[config.mk]
export PLATFORM = sky130hd
export DESIGN_NAME = serial_word_deserializer
export DESIGN_NICKNAME = d
export VERILOG_FILES = /design/src/rtl/serial_word_deserializer.sv
export SDC_FILE = /design/constraint.sdc
export NUM_CORES = 1
export LEC_CHECK = 0
export BUFFER_PORTS_ARGS = -buffer_cell sky130_fd_sc_hd__buf_2
export CORE_AREA = 5 5 42 44
export DETAILED_ROUTE_END_ITERATION = 6
export DIE_AREA = 0 0 47 49
export PLACE_DENSITY = 0.74
export SYNTH_ARGS = -nofsm -noshare
export SYNTH_HDL_FRONTEND = slang
export SYNTH_SLANG_ARGS = --single-unit
[constraint.sdc]
create_clock -name clk -period 1.7 [get_ports clk]
set_input_delay 0.255 -clock clk [delete_from_list [all_inputs] [get_ports clk]]
set_output_delay 0.255 -clock clk [all_outputs]
set_load 0.05 [all_outputs]
[src/rtl/serial_word_deserializer.sv]
// serial_word_deserializer: collects an LSB-first serial bitstream into a BITS-wide word with valid/ready output.
// Optional feature macro DESER_PARITY_EN: a trailing even-parity bit per word, checked into parity_err.
module serial_word_deserializer #(
  parameter int BITS = 4
) (
  input  logic            clk,
  input  logic            rst_n,
  input  logic            ser_in,
  input  logic            ser_valid,
  output logic [BITS-1:0] data,
  output logic            data_valid,
  input  logic            data_ready,
  output logic            overrun,
  output logic            parity_err
);
  localparam int CW = (BITS > 1) ? $clog2(BITS) : 1;
  localparam logic [CW-1:0] CNT_LAST = CW'(BITS - 1);
`ifdef DESER_PARITY_EN
  localparam int NSLOT = BITS;
`else
  // The last data bit is taken straight from ser_in into the word, so it needs no slot.
  localparam int NSLOT = BITS - 1;
`endif

  typedef enum logic [1:0] {
    ST_COLLECT = 2'd0,
    ST_PARITY  = 2'd1,
    ST_FULL    = 2'd2
  } state_t;

`ifdef DESER_PARITY_EN
  function automatic logic even_parity(input logic [BITS-1:0] w);
    even_parity = ^w;
  endfunction
`endif

  state_t          state_q, state_d;
  logic [CW-1:0]   cnt_q, cnt_d;
  logic [BITS-1:0] data_q, data_d;
  logic            data_valid_q, data_valid_d;
  logic            overrun_q, overrun_d;
  logic            cap_s;
  logic [NSLOT-1:0] slot_s;
`ifdef DESER_PARITY_EN
  logic            parity_err_q, parity_err_d;
`else
  logic [BITS-1:0] word_s;
  assign word_s = {ser_in, slot_s};
`endif

  for (genvar k = 0; k < NSLOT; k++) begin : g_slot
    logic slot_bit_d, slot_bit_q;

    always_comb begin
      if (cap_s && (cnt_q == CW'(k))) begin
        slot_bit_d = ser_in;
      end else begin
        slot_bit_d = slot_bit_q;
      end
    end

    always_ff @(posedge clk or negedge rst_n) begin
      if (!rst_n) begin
        slot_bit_q <= 1'b0;
      end else begin
        slot_bit_q <= slot_bit_d;
      end
    end

    assign slot_s[k] = slot_bit_q;
  end

  always_comb begin
    state_d      = state_q;
    cnt_d        = cnt_q;
    data_d       = data_q;
    data_valid_d = data_valid_q;
    overrun_d    = overrun_q;
`ifdef DESER_PARITY_EN
    parity_err_d = parity_err_q;
`endif
    cap_s        = 1'b0;
    case (state_q)
      ST_COLLECT: begin
        if (ser_valid) begin
          cap_s = 1'b1;
          if (cnt_q == CNT_LAST) begin
            cnt_d = {CW{1'b0}};
`ifdef DESER_PARITY_EN
            state_d = ST_PARITY;
`else
            state_d      = ST_FULL;
            data_d       = word_s;
            data_valid_d = 1'b1;
`endif
          end else begin
            cnt_d = cnt_q + CW'(1);
          end
        end else begin
          cnt_d = cnt_q;
        end
      end
`ifdef DESER_PARITY_EN
      ST_PARITY: begin
        if (ser_valid) begin
          state_d      = ST_FULL;
          data_d       = slot_s;
          data_valid_d = 1'b1;
          parity_err_d = even_parity(slot_s) ^ ser_in;
        end else begin
          state_d = ST_PARITY;
        end
      end
`endif
      ST_FULL: begin
        if (data_ready) begin
          state_d      = ST_COLLECT;
          data_valid_d = 1'b0;
`ifdef DESER_PARITY_EN
          parity_err_d = 1'b0;
`endif
          // A bit arriving with the handshake becomes slot 0 of the next word.
          if (ser_valid) begin
            cap_s = 1'b1;
            cnt_d = CW'(1);
          end else begin
            cnt_d = {CW{1'b0}};
          end
        end else if (ser_valid) begin
          overrun_d = 1'b1;
        end else begin
          state_d = ST_FULL;
        end
      end
      default: begin
        state_d      = ST_COLLECT;
        cnt_d        = {CW{1'b0}};
        data_valid_d = 1'b0;
      end
    endcase
  end

  always_ff @(posedge clk or negedge rst_n) begin
    if (!rst_n) begin
      state_q      <= ST_COLLECT;
      cnt_q        <= {CW{1'b0}};
      data_q       <= {BITS{1'b0}};
      data_valid_q <= 1'b0;
      overrun_q    <= 1'b0;
    end else begin
      state_q      <= state_d;
      cnt_q        <= cnt_d;
      data_q       <= data_d;
      data_valid_q <= data_valid_d;
      overrun_q    <= overrun_d;
    end
  end

`ifdef DESER_PARITY_EN
  always_ff @(posedge clk or negedge rst_n) begin
    if (!rst_n) begin
      parity_err_q <= 1'b0;
    end else begin
      parity_err_q <= parity_err_d;
    end
  end
  assign parity_err = parity_err_q;
`else
  assign parity_err = 1'b0;
`endif

  assign data       = data_q;
  assign data_valid = data_valid_q;
  assign overrun    = overrun_q;
endmodule

==> results of run 1 <==
kinds of logic (layout without fill, tap and decap cells):
| logic type | after synthesis | count (layout) | synth area share |
|---|---|---|---|
| other cells | 1 | 1 | 0.00634 |
| flops | 12 | 12 | 0.507 |
| buf+inv | 6 | 19 | 0.0571 |
| simple gates | 8 | 8 | 0.0951 |
| mux | 9 | 9 | 0.192 |
| compound gates | 5 | 5 | 0.0571 |
| fa+ha+maj | 4 | 4 | 0.0846 |
power by group:
| group | switching (W) | internal (W) | total [W] |
|---|---|---|---|
| clock network | 0.0000963 | 0.000130 | 0.000226 |
| logic | 0.000422 | 0.000258 | 0.000680 |
| registers | 0.000113 | 0.000426 | 0.000538 |
cells in the final DEF (no fill, tap or decap):
| cell | Yosys | layout |
|---|---|---|
| o22ai_1 | 2 | 2 |
| a21oi_1 | 1 | 1 |
| a221oi_1 | 1 | 1 |
| nand2b_2 | 1 | 1 |
| dlygate4sd3_1 | 0 | 1 |
| mux2_4 | 4 | 4 |
| mux2_2 | 3 | 3 |
| nand3_1 | 3 | 3 |
| ha_1 | 4 | 4 |
| buf_2 | 0 | 10 |
| clkbuf_8 | 0 | 1 |
| dfrtp_1 | 12 | 12 |
| mux2i_1 | 2 | 2 |
| nor2b_4 | 1 | 1 |
| conb_1 | 1 | 1 |
| inv_1 | 4 | 4 |
| nand2_4 | 1 | 1 |
| o21bai_1 | 1 | 1 |
| nand2_1 | 1 | 1 |
| nor2_1 | 1 | 1 |
| clkbuf_4 | 0 | 3 |
worst max-delay path by stage:
| stage | cells after the start | to |
|---|---|---|
| detailed placement | 4 | g_slot[0].slot_bit_q |
| global placement | 4 | g_slot[0].slot_bit_q |
| finish | 4 | g_slot[0].slot_bit_q |
| global route | 4 | g_slot[0].slot_bit_q |
| floorplan | 4 | g_slot[0].slot_bit_q |
| CTS | 4 | g_slot[0].slot_bit_q |
flip-flops by register name (all words and copies together), names as in the netlist:
name,flops
cnt_q,2
data,4
data_valid,1
g_slot.slot_bit_q,3
overrun,1
state_q,1
cell type report:
cell class | count | share of cell area
Sequential cell | 12 | 0.436
Multi-Input combinational cell | 27 | 0.374
Timing Repair Buffer | 11 | 0.0871
Clock buffer | 4 | 0.0526
Tap cell | 16 | 0.0290
Inverter | 4 | 0.0218
layer usage:
| layer | global-route usage | share of wire | vias to the layer above |
|---|---|---|---|
| met5 | 0 | 0 | - |
| met4 | 0.0691 | 0.027 | 0 |
| met2 | 0.152 | 0.46 | 8 |
| met1 | 0.149 | 0.47 | 179 |
| li1 | - | - | 178 |
| met3 | 0.0221 | 0.046 | 2 |
critical path: cells and delay by family (launching register included):
kind          cells  cell delay (ns)
mux               1             0.33
fa+ha+maj         1             0.20
simple gates      1             0.09
buf+inv           1             0.09
flops             1             0.44
through the flow:
stage / hold WS (ns) / util
after floorplan: -0.0406 / -
after global placement: 0.141 / 0.459
after detailed placement: 0.147 / 0.459
after CTS: 0.210 / 0.492
after global routing: 0.231 / 0.492
final: 0.210 / 0.492
==> tab_implementation.tex, run 1 <==
\begin{tabular}{lr}
\hline
Metric & Value \\
\hline
\multicolumn{2}{l}{\textbf{GRT}} \\
\quad Global-route wire length before repair & 1.82 mm \\
\quad Initial antenna violation count & 0 \\
\quad Vias in the first global route & 386 \\
\quad Total Routing Usage GR & 0.109 \\
\quad Maximum number of pins on one net before global-route repair & 13 \\
\quad Global route total overflow & 0 \\
\multicolumn{2}{l}{\textbf{Clock tree}} \\
\quad Clock buffers created by TritonCTS & 3 \\
\quad H-tree depth & 1 \\
\quad Buffer count from post-CTS setup fixing & 0 \\
\quad TritonCTS clock tree & done \\
\quad Clock latency reported for the late side of the worst-skew pair & 0.27 ns \\
\quad Number of buffers on the longest clock path & 2 \\
\quad Number of gates resized after CTS & 0 \\
\quad Worst-path clk slew & 0.08 ns \\
\quad Clock root buffer & clkbuf\_4 \\
\quad Hold buffers post-CTS & 1 \\
\quad Clock Sinks & 12 \\
\multicolumn{2}{l}{\textbf{Placed design}} \\
\quad Quantity of I/O buffers inserted on ports & 10 \\
\quad Half-perimeter wire length of the detailed placement result & 710 um \\
\quad Cell count after placement & 69 \\
\quad Placed cell area & 643 sq um \\
\quad Routability congestion estimate & 0.739 \\
\quad Post-placement worst setup slack & 0.473 ns \\
\multicolumn{2}{l}{\textbf{Critical path}} \\
\quad Worst setup startpoint & cnt\_q[0] \\
\quad Arrival time of data at the critical path endpoint & 1.41 ns \\
\quad Path depth of the worst reg2reg path & 4 \\
\quad Register-to-Register Setup Slack & 0.45 ns \\
\quad Critical-path cell with the highest stage delay & dfrtp\_1 \\
\quad Category of the worst setup path capture point & register \\
\quad Critical Path, Cell by Cell & inv\_1 > ha\_1 > nand3\_1 > mux2\_2 \\
\quad CP startpoint kind & register \\
\quad Path type of the worst setup path & register to register \\
\quad Worst reg2reg startpoint & cnt\_q[0] \\
\quad Capture point of the worst reg-to-reg path & g\_slot[0].slot\_bit\_q \\
\quad CP Data Required Time & 1.86 ns \\
\quad Critical-path maximum fanout & 6 \\
\quad Critical path's largest stage delay & 0.44 ns \\
\multicolumn{2}{l}{\textbf{Timing}} \\
\quad Setup repair after global routing missed its margin & false \\
\quad Number of hold violations in the final report & 0 \\
\quad Final worst-path setup slack & 0.450 ns \\
\quad Final-report setup violation count & 0 \\
\quad Max Clk Rate & 800 MHz \\
\quad Total negative setup slack & 0 ns \\
\quad Crit share post-route & 0.735 \\
\quad Final Max Slew Viols & 0 \\
\quad Maximum clock skew at final layout & 0.00238 ns \\
\quad Post-layout minimum cycle time & 1.25 ns \\
\multicolumn{2}{l}{\textbf{Die}} \\
\quad Core ar. & 1400 sq um \\
\quad Die width & 47 um \\
\quad Die area & 2300 sq um \\
\quad Initial cell density of the core & 0.422 \\
\quad Num rows & 14 \\
\quad DIE HEIGHT & 49 um \\
\quad I/O pins & 12 \\
\multicolumn{2}{l}{\textbf{Routing}} \\
\quad Router iterations before antenna repair & 2 \\
\quad Number of design-rule violations left by the first detailed-router iteration & 2 \\
\quad Antenna-violating nets left & 0 \\
\quad Post-route DRC & 0 \\
\quad Total wirelength of the detailed-routed design & 1.00 mm \\
\quad Post-detailed-route via-to-cell ratio & 4.96 \\
\quad Detailed-route wire length per cell & 13.5 um \\
\quad Vias post-DR & 367 \\
\multicolumn{2}{l}{\textbf{Run status}} \\
\quad Result of the run & finished, final reports clean \\
\multicolumn{2}{l}{\textbf{Synthesis}} \\
\quad Top cells by count, synth & dfrtp\_1, ha\_1, inv\_1, mux2\_4 \\
\quad Proportion of netlist area held by the largest area contributor & 0.507 \\
\quad Number of library cell types mapped by synthesis & 19 \\
\quad Cell area after synthesis & 592 sq um \\
\quad Synthesized area per cell & 13.2 sq um \\
\quad Largest cells by area after synthesis & dfrtp\_1, mux2\_4, ha\_1 \\
\quad Sequential cell area fraction in the yosys report & 0.507 \\
\quad Top\_reg\_cell synth & dfrtp\_1 \\
\quad Synthesis Warnings & 0 \\
\quad Net count after synthesis & 54 \\
\quad Most used standard cell by instance count after synthesis & dfrtp\_1 \\
\quad Synthesized netlist cell count & 45 \\
\quad Cell accounting for the most synthesized area & dfrtp\_1 \\
\quad Number of enable flip-flop cells after synthesis & 0 \\
\quad Post-synthesis async set-or-reset flop share & 1.00 \\
\quad Post-synthesis sequential element count & 12 \\
\multicolumn{2}{l}{\textbf{Job}} \\
\quad Maxcap violations & 0 \\
\multicolumn{2}{l}{\textbf{Finish}} \\
\quad Post-route insts no fill & 74 \\
\quad Layout net count & 68 \\
\quad Number of diodes & 0 \\
\quad Fillers & 132 \\
\quad Layout-stage area growth over the synthesis result & 16.5\% \\
\quad Post-route design area & 689 sq um \\
\quad Fraction of final layout cells with drive strength greater than 1 & 0.414 \\
\quad Area taken by multi-input logic gates & 258 sq um \\
\quad Area used by sequential logic in the layout & 300 sq um \\
\multicolumn{2}{l}{\textbf{Power and ir drop}} \\
\quad Pwr dens & 2100 nW/um\^{}2 \\
\quad Worst-case vdd ir drop & 0.000816 V \\
\quad Power consumption & 0.00144 W \\
\quad Leak & 0.363 nW \\
\multicolumn{2}{l}{\textbf{Worst hold path}} \\
\quad Startpoint of the worst hold path & data\_ready \\
\quad HP Class & primary input to register \\
\quad Min-Delay Endpoint & data\_valid \\
\quad Worst hold path stage count & 2 \\
\hline
\end{tabular}
Power figures use the tool's default switching activity.
==> inputs of run 2 (changes only) <==
Settings changed: ABC_AREA set to 1, PLACE_DENSITY 0.74 to 0.75.
Clock period 1.7 ns to 1 ns, I/O delays scaled along.
==> run 2 against run 1 <==
The run now ends with negative setup slack left; sequential power up 69%; first-iteration DRC count rose to 4.0 times the previous value; clock skew down 0.0014 ns; largest power group unchanged; wire length up 23%.
==> tab_implementation.tex, run 2 <==
\begin{tabular}{lr}
\hline
Metric & Value \\
\hline
\multicolumn{2}{l}{\textbf{Run status}} \\
\quad Result of the run & finished, violations left \\
\quad Violated checks & negative setup slack \\
\multicolumn{2}{l}{\textbf{Timing}} \\
\quad Post-layout minimum cycle time & 1.03 ns (-0.223 ns) \\
\quad Post-Route Hold Slack & 0.141 ns (-0.0689 ns) \\
\quad Crit share post-route & 1.03 (+0.291) \\
\quad Setup repair after global routing missed its margin & true \\
\quad Final Max Slew Viols & 0 (unchanged) \\
\quad Final-report setup violation count & 5 (+5) \\
\quad Maximum clock skew at final layout & 0.000980 ns (-0.00140 ns) \\
\quad Max Clk Rate & 974 MHz (+22\%) \\
\quad Final worst-path setup slack & -0.0269 ns (-0.477 ns) \\
\quad Number of hold violations in the final report & 0 (unchanged) \\
\multicolumn{2}{l}{\textbf{Synthesis}} \\
\quad Proportion of netlist area held by the largest area contributor & 0.525 (+0.0178) \\
\quad Largest cells by area after synthesis & dfrtp\_1, nand2\_1, ha\_1 \\
\quad Post-synthesis compound-gate area fraction & 0.0241 (-0.0330) \\
\quad Synthesized area per cell & 9.08 sq um (-31\%) \\
\quad Post-synthesis sequential element count & 12 (unchanged) \\
\quad Cell accounting for the most synthesized area & dfrtp\_1 \\
\quad Adder-cell area share of the yosys netlist & 0.0875 (+0.00296) \\
\quad Top\_reg\_cell synth & dfrtp\_1 \\
\quad Cell area after synthesis & 572 sq um (-3.4\%) \\
\quad Net count after synthesis & 72 (+33\%) \\
\quad Synthesized netlist cell count & 63 (+40\%) \\
\quad Share of synthesized cell area in and, or, nand and nor gates & 0.291 (+0.196) \\
\quad Number of library cell types mapped by synthesis & 14 (-5) \\
\quad Largest family of logic cells by synthesized area & simple AND/OR/NAND/NOR gates \\
\quad Multiplexer share of the synthesized area & 0 (-0.192) \\
\quad Sequential cell area fraction in the yosys report & 0.525 (+0.0178) \\
\quad Number of enable flip-flop cells after synthesis & 0 (unchanged) \\
\quad Post-synthesis async set-or-reset flop share & 1.00 (unchanged) \\
\quad Fraction of synthesized cell area in xor and xnor cells & 0 (unchanged) \\
\quad Most used standard cell by instance count after synthesis & nand2\_1 \\
\quad Top cells by count, synth & nand2\_1, dfrtp\_1, nand3\_1, ha\_1, inv\_1 \\
\quad Synthesis Warnings & 0 (unchanged) \\
\multicolumn{2}{l}{\textbf{Critical path}} \\
\quad Crit. path cell count & 4 (unchanged) \\
\quad Path type of the worst setup path & register to register \\
\quad Arrival time of data at the critical path endpoint & 1.23 ns (-0.18 ns) \\
\quad Worst setup startpoint & cnt\_q[1] \\
\quad Cell family with the largest share of critical-path delay & flip-flops \\
\quad Critical-path maximum fanout & 7 (+1) \\
\quad CP startpoint kind & register \\
\quad Critical Path Sink & data\_valid \\
\quad CP Data Required Time & 1.21 ns (-0.65 ns) \\
\quad Critical-path cell with the highest stage delay & dfrtp\_1 \\
\quad Buf+Inv Stages, Crit Path & 1 (unchanged) \\
\quad Worst reg2reg startpoint & cnt\_q[1] \\
\quad Category of the worst setup path capture point & register \\
\quad Critical path's largest stage delay & 0.42 ns (-0.02 ns) \\
\quad Capture point of the worst reg-to-reg path & data\_valid \\
\quad Register-to-Register Setup Slack & -0.03 ns (-0.48 ns) \\
\quad Path depth of the worst reg2reg path & 4 (unchanged) \\
\quad Critical Path, Cell by Cell & ha\_2 > nand3\_4 > buf\_4 > nand2\_1 \\
\multicolumn{2}{l}{\textbf{GRT}} \\
\quad Initial antenna violation count & 0 (unchanged) \\
\quad Vias in the first global route & 392 (+1.6\%) \\
\quad Global-route wire length before repair & 1.75 mm (-4.2\%) \\
\quad Total Routing Usage GR & 0.110 (+0.000323) \\
\quad Maximum number of pins on one net before global-route repair & 13 (unchanged) \\
\quad Global route total overflow & 0 (unchanged) \\
\multicolumn{2}{l}{\textbf{Power and ir drop}} \\
\quad Pwr dens & 3560 nW/um\^{}2 (+70\%) \\
\quad Power consumption & 0.00293 W (+100\%) \\
\quad Leak & 0.428 nW (+18\%) \\
\quad Worst-case vdd ir drop & 0.00155 V (+89\%) \\
\multicolumn{2}{l}{\textbf{Routing}} \\
\quad Router iterations before antenna repair & 4 (+2) \\
\quad Vias post-DR & 486 (+32\%) \\
\quad Post-route DRC & 0 (unchanged) \\
\quad Number of design-rule violations left by the first detailed-router iteration & 8 (+6) \\
\quad Post-detailed-route via-to-cell ratio & 4.81 (-3.0\%) \\
\quad Antenna-violating nets left & 0 (unchanged) \\
\quad Total wirelength of the detailed-routed design & 1.24 mm (+23\%) \\
\quad Detailed-route wire length per cell & 12.2 um (-9.5\%) \\
\multicolumn{2}{l}{\textbf{Die}} \\
\quad Core ar. & 1400 sq um (unchanged) \\
\quad I/O pins & 12 (unchanged) \\
\quad Die area & 2300 sq um (unchanged) \\
\quad Die width & 47 um (unchanged) \\
\quad DIE HEIGHT & 49 um (unchanged) \\
\quad Initial cell density of the core & 0.408 (-0.0143) \\
\quad Num rows & 14 (unchanged) \\
\multicolumn{2}{l}{\textbf{Finish}} \\
\quad Highest-count cells in the layout ignoring fill and taps & nand2\_1, dfrtp\_1, buf\_4 \\
\quad Fillers & 128 (-3.0\%) \\
\quad Most common cell after layout, fill and taps aside & nand2\_1 \\
\quad Layout net count & 96 (+41\%) \\
\quad Area used by sequential logic in the layout & 300 sq um (unchanged) \\
\quad Fraction of final layout cells with drive strength greater than 1 & 0.435 (+0.0215) \\
\quad Layout-stage area growth over the synthesis result & 44.0\% \\
\quad Post-route design area & 823 sq um (+19\%) \\
\quad Number of diodes & 0 (unchanged) \\
\quad Area taken by multi-input logic gates & 283 sq um (+9.7\%) \\
\quad Post-route insts no fill & 101 (+36\%) \\
\quad Max reg flops & 4 (unchanged) \\
\multicolumn{2}{l}{\textbf{Clock tree}} \\
\quad H-tree depth & 1 (unchanged) \\
\quad TritonCTS clock tree & done \\
\quad Clock Sinks & 12 (unchanged) \\
\quad Number of buffers on the longest clock path & 2 (unchanged) \\
\quad Clock root buffer & clkbuf\_4 \\
\quad Clock latency reported for the late side of the worst-skew pair & 0.27 ns (about the same) \\
\quad Worst-path clk slew & 0.07 ns (about the same) \\
\quad Clock buffers created by TritonCTS & 3 (unchanged) \\
\multicolumn{2}{l}{\textbf{Placed design}} \\
\quad Half-perimeter wire length of the detailed placement result & 802 um (+13\%) \\
\quad Placed cell area & 631 sq um (-1.9\%) \\
\quad Quantity of I/O buffers inserted on ports & 10 (unchanged) \\
\quad Routability congestion estimate & 0.791 (+7.0\%) \\
\quad Cell count after placement & 88 (+28\%) \\
\quad Post-placement worst setup slack & -0.0267 ns (-0.499 ns) \\
\multicolumn{2}{l}{\textbf{Job}} \\
\quad Maxcap violations & 0 (unchanged) \\
\multicolumn{2}{l}{\textbf{Worst hold path}} \\
\quad HP Class & primary input to register \\
\hline
\end{tabular}
run 2: changes by cell type after synthesis, moves of 2 or more:
cell,change
mux2_2,-3
mux2_4,-4
mux2i_1,-2
nand2_1,+26
nand3_1,+2
nand4_1,+3
o22ai_1,-2
run 2: per-layer routing:
| layer | vias to the layer above | share of wire | global-route usage |
|---|---|---|---|
| li1 | 242 | - | - |
| met1 | 225 | 0.38 | 0.141 |
| met2 | 12 | 0.53 | 0.140 |
| met3 | 7 | 0.047 | 0.0443 |
| met4 | 0 | 0.043 | 0.0829 |
| met5 | - | 0 | 0 |
run 2: cell families (layout without fill, tap and decap cells):
group	count (synthesis)	count (layout)
other cells	1	1
fa+ha+maj	4	4
flops	12	12
compound gates	2	2
simple gates	37	37
buf+inv	7	29
run 2: cell type report:
cell class	instances	area share
well taps	16	0.0243
clock buffers	3	0.0274
multi-input cells	44	0.343
inverters	5	0.0258
repair buffers	21	0.214
flip-flops and latches	12	0.365
run 2: power breakdown:
group / internal [W] / leakage, nW / switching (W)
registers: 0.000716 / 0.147 / 0.000191
clock network: 0.000139 / 0.0138 / 0.000147
logic: 0.000770 / 0.268 / 0.000967
run 2: worst min-delay path by stage:
stage                      start       end  slack [ns]  depth (start not counted)
final                     ser_in   data[3]        0.14                          3
after global routing      ser_in   data[3]        0.12                          3
after CTS                 ser_in   data[3]        0.13                          3
after detailed placement   rst_n   data[3]        0.04                          1
after global placement     rst_n   data[2]        0.04                          1
after floorplan            rst_n  cnt_q[0]       -0.15                          0
run 2: worst reg2reg max path, stage by stage, from the launching register on:
cell and delay, ns:
dfrtp_1 0.42, ha_2 0.23, nand3_4 0.12, buf_4 0.16, nand2_1 0.05
run 2: per-stage QoR:
| stage | utilization | setup TNS [ns] |
|---|---|---|
| 4_1_cts | 0.495 | -0.161 |
| 5_1_grt | 0.588 | -0.687 |
| 2_1_floorplan | - | 0 |
| 3_3_place_gp | 0.450 | -0.00355 |
| 3_5_place_dp | 0.450 | -0.112 |
| 6_report | 0.588 | -0.0709 |
run 2: repair_timing:
item | CTS | global route
pin swaps | 0 | 4
hold buffers | 1 | 0
hold endpoints to repair | 12 | 0
endpoints found under the setup margin | 11 | 15
gates resized for setup | 10 | 17
setup buffers | 0 | 9
